## config.mk

```make
export PLATFORM = sky130hd
export DESIGN_NAME = avalon_mm_regfile
export DESIGN_NICKNAME = d
export VERILOG_FILES = /design/src/rtl/avalon_mm_regfile.sv
export SDC_FILE = /design/constraint.sdc
export NUM_CORES = 1
export LEC_CHECK = 0
export ABC_AREA = 1
export CORE_AREA = 5 5 429 431
export CTS_CLUSTER_SIZE = 28
export DETAILED_ROUTE_END_ITERATION = 10
export DIE_AREA = 0 0 434 436
export DONT_BUFFER_PORTS = 1
export PLACE_DENSITY = 0.3
export SLEW_MARGIN = 0
export SYNTH_ARGS = -nofsm -noshare
export SYNTH_HDL_FRONTEND = slang
export SYNTH_SLANG_ARGS = --single-unit
```

## constraint.sdc

```tcl
create_clock -name clk -period 1.6 [get_ports clk]
set_clock_uncertainty 0.2 [all_clocks]
set_input_delay 0.08 -clock clk [delete_from_list [all_inputs] [get_ports clk]]
set_output_delay 0.08 -clock clk [all_outputs]
set_load 0.01 [all_outputs]
```

## src/rtl/avalon_mm_regfile.sv

```systemverilog
// Avalon-MM pipelined slave register bank with byte enables, fixed read
// latency, read stall on read+write collision and read-only registers.
//
// Ports:
//   clk, rst_n            clock, synchronous active-low reset
//   address/read/write    Avalon-MM request (word address)
//   writedata/byteenable  write data and byte-lane enables
//   waitrequest           read stall (read & write)
//   readdata/valid        read response, READ_LATENCY cycles after accept
//   regs_out              flattened register contents (RW regs or hw_in)
//   hw_in                 hardware values for read-only registers
//   wr_pulse              one-cycle strobe per RW register written
//   response              (AVMM_REGFILE_RESPONSE_EN) 00 OKAY, 10 SLVERR
//
// Optional macro: AVMM_REGFILE_RESPONSE_EN adds the response port.

module avalon_mm_regfile #(
    parameter int                    DATA_WIDTH   = 32,
    parameter int                    ADDR_WIDTH   = 8,
    parameter int                    NUM_REGS     = 16,
    parameter int                    READ_LATENCY = 2,
    parameter logic [NUM_REGS-1:0]   RO_MASK      = '0,
    parameter logic [DATA_WIDTH-1:0] RESET_VALUE  = '0
) (
    input  logic                           clk,
    input  logic                           rst_n,
    input  logic [ADDR_WIDTH-1:0]          address,
    input  logic                           read,
    input  logic                           write,
    input  logic [DATA_WIDTH-1:0]          writedata,
    input  logic [DATA_WIDTH/8-1:0]        byteenable,
    output logic                           waitrequest,
    output logic [DATA_WIDTH-1:0]          readdata,
    output logic                           readdatavalid,
    output logic [NUM_REGS*DATA_WIDTH-1:0] regs_out,
    input  logic [NUM_REGS*DATA_WIDTH-1:0] hw_in,
    output logic [NUM_REGS-1:0]            wr_pulse
`ifdef AVMM_REGFILE_RESPONSE_EN
    ,
    output logic [1:0]                     response
`endif
);

    localparam int NB    = DATA_WIDTH / 8;
    localparam int IDX_W = (NUM_REGS > 1) ? $clog2(NUM_REGS) : 1;
    localparam logic [ADDR_WIDTH:0] LP_NREGS = (ADDR_WIDTH + 1)'(NUM_REGS);

    if (DATA_WIDTH % 8 != 0) begin : g_chk_dw
        $error("DATA_WIDTH must be a multiple of 8");
    end
    if (READ_LATENCY < 1 || READ_LATENCY > 4) begin : g_chk_lat
        $error("READ_LATENCY must be in 1..4");
    end

    logic [DATA_WIDTH-1:0] r_regs [NUM_REGS];
    logic [NUM_REGS-1:0]   r_wr_pulse;
    logic                  r_vld  [READ_LATENCY];
    logic [DATA_WIDTH-1:0] r_dat  [READ_LATENCY];

    logic                  w_in_range;
    logic [IDX_W-1:0]      w_idx;
    logic                  w_ro;
    logic                  w_wait;
    logic                  w_wr_hit;
    logic                  w_rd_acc;
    logic [DATA_WIDTH-1:0] w_rd_data;

    // Full-width compare: upper address bits must not alias into the bank.
    assign w_in_range = ({1'b0, address} < LP_NREGS);
    assign w_idx      = address[IDX_W-1:0];
    assign w_ro       = w_in_range & RO_MASK[w_idx];

    // Write wins a collision; the read is held until write drops.
    assign w_wait   = rst_n & read & write;
    assign w_wr_hit = rst_n & write & w_in_range & ~w_ro;
    assign w_rd_acc = rst_n & read & ~w_wait;

    assign waitrequest = w_wait;

    always_comb begin
        w_rd_data = '0;
        if (w_in_range) begin
            if (w_ro) begin
                w_rd_data = hw_in[int'(w_idx)*DATA_WIDTH +: DATA_WIDTH];
            end else begin
                w_rd_data = r_regs[w_idx];
            end
        end
    end

    always_ff @(posedge clk) begin
        if (!rst_n) begin
            for (int i = 0; i < NUM_REGS; i++) begin
                r_regs[i] <= RESET_VALUE;
            end
        end else if (w_wr_hit) begin
            for (int b = 0; b < NB; b++) begin
                if (byteenable[b]) begin
                    r_regs[w_idx][b*8 +: 8] <= writedata[b*8 +: 8];
                end
            end
        end
    end

    // Pulse fires even with byteenable=0: the access itself is the event.
    always_ff @(posedge clk) begin
        if (!rst_n) begin
            r_wr_pulse <= '0;
        end else if (w_wr_hit) begin
            r_wr_pulse <= NUM_REGS'(1) << w_idx;
        end else begin
            r_wr_pulse <= '0;
        end
    end

    assign wr_pulse = r_wr_pulse;

    // Fixed-depth shift pipeline; stage 0 holds the data captured at accept.
    always_ff @(posedge clk) begin
        if (!rst_n) begin
            for (int i = 0; i < READ_LATENCY; i++) begin
                r_vld[i] <= 1'b0;
                r_dat[i] <= '0;
            end
        end else begin
            r_vld[0] <= w_rd_acc;
            r_dat[0] <= w_rd_acc ? w_rd_data : '0;
            for (int i = 1; i < READ_LATENCY; i++) begin
                r_vld[i] <= r_vld[i-1];
                r_dat[i] <= r_dat[i-1];
            end
        end
    end

    assign readdatavalid = r_vld[READ_LATENCY-1];
    assign readdata      = r_vld[READ_LATENCY-1] ?
                           r_dat[READ_LATENCY-1] : '0;

`ifdef AVMM_REGFILE_RESPONSE_EN
    logic r_err [READ_LATENCY];

    always_ff @(posedge clk) begin
        if (!rst_n) begin
            for (int i = 0; i < READ_LATENCY; i++) begin
                r_err[i] <= 1'b0;
            end
        end else begin
            r_err[0] <= w_rd_acc & ~w_in_range;
            for (int i = 1; i < READ_LATENCY; i++) begin
                r_err[i] <= r_err[i-1];
            end
        end
    end

    assign response = (r_vld[READ_LATENCY-1] && r_err[READ_LATENCY-1]) ?
                      2'b10 : 2'b00;
`endif

    for (genvar g = 0; g < NUM_REGS; g++) begin : g_out
        if (RO_MASK[g]) begin : g_ro
            assign regs_out[g*DATA_WIDTH +: DATA_WIDTH] =
                rst_n ? hw_in[g*DATA_WIDTH +: DATA_WIDTH] : '0;
        end else begin : g_rw
            assign regs_out[g*DATA_WIDTH +: DATA_WIDTH] = r_regs[g];
        end
    end

endmodule

```

# After elaboration in Yosys (flattened, before gate mapping)
# Memories as Yosys holds them, arrays and structs flattened.
# Index checks and enable logic that the tools add are counted.
[word_totals]
rom_bits = 16
wordCells = 54
ff_bits = 16
ramBits = 578
mem_count = 4
out_inout_bits = 562
input_bits = 560
[op_classes]
reduce_logical = 2
bitwise = 13
n_lt_le_gt_ge = 2
shifts = 2
n_mux = 30
[mem_list]
columns = ["name", "words", "word_bits", "read_ports", "rd_clocked_by_memory_dff", "wr", "line_no", "rtl"]
rows = [
  ["r_regs", 16, 32, 17, 0, 16, "55", "logic [DATA_WIDTH-1:0] r_regs [NUM_REGS];"],
  ["r_dat", 2, 32, 2, 0, 2, "58", "logic [DATA_WIDTH-1:0] r_dat [READ_LATENCY];"],
  ["(name not given)", 16, 1, 1, 0, 0, "71", "assign w_ro = w_in_range & RO_MASK[w_idx];"],
  ["r_vld", 2, 1, 2, 0, 2, "57", "logic r_vld [READ_LATENCY];"],
]
[ops]
columns = ["op", "n"]
rows = [
  ["indexed part select 512 x 10 -> 32 bit", 1],
  ["two-way mux 32 bit", 7],
  ["OR reduction 32 bit", 1],
  ["two-way mux 1 bit", 21],
  ["<< shifter 1 x 4 -> 16 bit, first input constant", 1],
  ["< comparator 8 x 5 -> 1 bit, second input constant", 1],
  ["two-way mux 4 bit", 2],
  ["bitwise AND 1 bit", 7],
  ["< comparator 4 x 5 -> 1 bit, second input constant", 1],
  ["OR 1 bit", 4],
  ["inverter 1 bit", 2],
  ["AND reduction 2 bit", 1],
]

# Longest topological paths before layout
[logic_depth]
ltp_word = 10
depth_mapped = 12
ltp_nobuf = 9

# Least setup slack after synthesis
# Ideal clock, no wire load.
[synth_path]
path_kind = "input to register"
startpoint = "input port address[2]"
endpoint = "memory r_regs[4][10], enable pin"
path_slack_ns = -0.130
arrival_time_ns = 1.201
setup_time_ns = 0.329
t_required_ns = 1.071
path_buffers = 2
stages = 6
path_cell_list = "buf_4 inv_4 buf_6 nor2_8 nand4_2 nand2_1"
[synth_rtl]
columns = ["item", "line_no", "rtl"]
rows = [
  ["from (decl)", "27", "input logic [ADDR_WIDTH-1:0] address,"],
  ["to (decl)", "55", ""],
]

==> Flow_metrics.wiki <==
{| class="wikitable"
! Metric !! Value
|-
| Outcome || finished, violations left
|-
| Violated checks || negative hold slack, negative setup slack
|-
| Crit path from || r_vld[0][1]
|-
| Crit path cell chain || buf_4 -> buf_12 -> nand2_8 -> inv_4
|-
| Cells after Synth || ~3.0k
|-
| Initial DRC count || around 1.5k
|-
| Internal cell power || a little over 0.03 W
|-
| Cell area after synthesis || about 27000 sq um
|-
| Layer carrying the most global-route usage || met2
|-
| Met3 Usage GRT || 0.0750
|-
| Power Dens Cells || approximately 950 nW/um^2
|-
| Required @ worst endpoint || approximately 1300 ps
|-
| Remaining antenna violation count after routing || 0
|-
| Routability congestion estimate || slightly above 0.8
|-
| Layout cells sized above 1 || 0.352
|-
| Met2 layer usage reported by global route || 0.270
|-
| Final hold violation count || ~780
|-
| Standard cell with the maximum stage delay on the critical path || sky130_fd_sc_hd__dfxtp_4
|-
| Post-layout net count || 4578
|-
| Final min period || ~1800 ps
|-
| Number of flip-flops and latches in the synthesized netlist || slightly below 600
|-
| Hold Path Origin || rst_n
|-
| Worst slew margin relative to its limit || 0.409
|-
| Reg-to-Reg Start || r_regs[10][17]
|-
| Area leader, netlist || sky130_fd_sc_hd__edfxtp_1
|-
| Power share of the clock group || 0.421
|-
| Synthesized net count || 3589
|-
| Fill count || approximately 20k
|-
| Area share of the leading cell type in the synthesized netlist || 0.562
|-
| Buffers added on ports || 0
|-
| Die Span X || 434 um
|-
| Clock insertion delay at the later pin of the skew report || ~700 ps
|-
| Total instance count after detailed placement || a little over 6k
|-
| Final-report max-slew violation count || 0
|-
| Ranking of synthesized cells by area || sky130_fd_sc_hd__edfxtp_1 56%, sky130_fd_sc_hd__nand2_1 20%, sky130_fd_sc_hd__nor2_1 8.0%
|-
| Overall die height || around 440 um
|-
| Wire length per cell || between 20 and 25 um
|-
| Global-route wire length before repair || approximately 210000 um
|-
| Worst min-delay path class || input port to register
|-
| Number of clock sinks seen by CTS || between 500 and 600
|-
| Endpoint class of the critical path || output port
|-
| Fmax || between 500 and 600 MHz
|-
| Library cells used by synthesis || 26
|-
| Gr usage total || 0.162
|-
| Share of power burned in registers || 0.435
|-
| Tightest hold margin || -408 ps
|-
| Share of total power consumed by net switching || 0.275
|-
| Grt total ovfl || 0
|-
| Detailed-route via count || ~25k
|-
| Commonest cells after routing, fill and taps aside || 1286 x sky130_fd_sc_hd__nand2_1, 556 x sky130_fd_sc_hd__nor2_1, 517 x sky130_fd_sc_hd__buf_6, 512 x sky130_fd_sc_hd__edfxtp_1, 395 x sky130_fd_sc_hd__buf_4
|-
| Vias in the first global route || ~25k
|-
| Critical path launch point type || register
|-
| Max FO, Critical Path || 6
|-
| Global-route met1 utilization || 0.189
|-
| Clock tree from TritonCTS || yes
|-
| Starting utilization of the core area || 0.152
|-
| Clock-pin slew on the worst setup and hold paths || ~60 ps
|-
| Combinational cell fraction of total power || 0.144
|-
| Dpl hpwl || ~120000 um
|-
| Total clock buffers created by CTS || 79
|-
| Core region area || approximately 180000 sq um
|-
| Leakage power || slightly below 20 nW
|-
| Delay of the slowest critical-path stage || 350 ps
|-
| Setup repair after global routing missed its margin || true
|-
| Number of rows in the core area || around 160
|-
| Buffer levels on the longest clock path || 3
|-
| Routed via count divided by cell count || between 3 and 4
|-
| 1st-pass router iterations || 6
|-
| Syn-to-layout area delta || 62.1%
|-
| Least setup slack across all paths after layout || -234 ps
|-
| Max-capacitance violation count || 0
|-
| Final cycle utilization of the critical path || 1.15
|-
| Worst Tran Pin Value || 884 ps
|-
| Number of antenna violations at the first check in global routing || 6
|-
| CP Class || register to output port
|-
| End-of-flow core utilization || 0.247
|-
| DIE AREA || 189000 sq um
|-
| Clock root buffer || sky130_fd_sc_hd__clkbuf_16
|-
| VDD IR max || between 0.0007 and 0.0008 V
|-
| Leading cell type in the layout, fill and taps excluded || sky130_fd_sc_hd__nand2_1
|-
| Number of warnings reported in the yosys synthesis log || 0
|-
| Worst endpoint data arrival time || between 1500 and 2000 ps
|-
| Number of top-level design ports || between 1k and 1.5k
|-
| Sw Pwr || between 0.01 and 0.015 W
|-
| Final cell count without fillers || 6454
|-
| DRC || 0
|-
| Setup violation total in the final timing report || between 150 and 200
|-
| Sequential area share after synthesis || 0.622
|-
| Total area of multi-input combinational cells || approximately 10000 sq um
|-
| Count of H-tree levels built during CTS || 3
|-
| Maximum number of pins on one net before global-route repair || between 200 and 300
|-
| Area of all sequential standard cells || about 17000 sq um
|-
| Routed wire length || between 150000 and 200000 um
|-
| Avg Inst Size Synth || between 9 and 10 sq um
|}
==> registers in the layout (all words and copies together) (netlist names) <==
register and count:
wr_pulse 16, r_regs 512, r_dat 64, r_vld 2
==> timing repair <==
| action | in CTS | in global routing |
|---|---|---|
| pin swaps | 17 | 59 |
| cloned | 4 | 2 |
| endpoints found under the setup margin | 527 | 1365 |
| hold buffers | 99 | 5 |
| gates resized for setup | 695 | 134 |
| setup buffers | 145 | 79 |
| endpoints found under the hold margin | 1106 | 817 |
==> kinds of logic after synthesis <==
logic type,count (synthesis),share of synthesized area
and+or+nand+nor,2159,0.333
buffers and inverters,276,0.0456
DFF,594,0.622
==> path summary, 6_finish.rpt <==
path | slack [ps] | endpoint | cells after the start
worst max-delay path | -230 | readdata[5] | 4
worst min-delay path | -410 | r_regs[1][14] | 1
worst max register to register | -60 | r_dat[0][17] | 11
worst min register to register | 620 | r_dat[0][25] | 8
==> stage by stage <==
stage / setup slack [ps] / setup TNS [ps] / power [W] / instance area (sq um) / hold WS (ps)
floorplan: -78.8 / -15280 / 0.0203 / 27600 / -30.2
global placement: -525 / -184680 / 0.0236 / 36700 / 2.65
detailed placement: -505 / -195090 / 0.0235 / 36700 / 0.834
CTS: -332 / -98910 / 0.0425 / 43600 / -538
global route: -339 / -35130 / 0.0436 / 44400 / -489
finish: -234 / -13650 / 0.0419 / 44400 / -408
==> power by group through the flow <==
stage,logic [W],registers (W),clock network [W]
4_1_cts,0.00605,0.0182,0.0182
5_1_grt,0.00653,0.0183,0.0188
6_report,0.00604,0.0182,0.0177
2_1_floorplan,0.00185,0.0185,0
3_5_place_dp,0.00507,0.0184,0
3_3_place_gp,0.00510,0.0185,0
==> layout make-up <==
cell class | instances | share of cell area
flip-flops and latches | 594 | 0.384
well taps | 2370 | 0.0668
clock buffers | 106 | 0.0491
multi-input cells | 2160 | 0.230
inverters | 105 | 0.0106
clock inverters | 35 | 0.00685
repair buffers | 1078 | 0.253
diodes | 6 | 0.000338
==> routing by layer <==
metal  share of wire  vias to the layer above
li1                -                    11600
met1            0.40                    12200
met2            0.47                      796
met3            0.10                      155
met4           0.027                        4
met5         0.00013                        -
==> worst max-delay path: cells and delay by family, from the launching register on <==
family	cells	cell delay, ps
buffers and inverters	3	390
flip-flops	1	350
AND/OR/NAND/NOR	1	90
==> synth_stat cells, drive strengths merged <==
master and n:
buf 107, nand3 15, nor3 21, nor2 592, nand4 51, inv 104, edfxtp 512, clkinv 1
nand2 1480, dfxtp 82, clkbuf 64
Power figures use the tool's default switching activity.
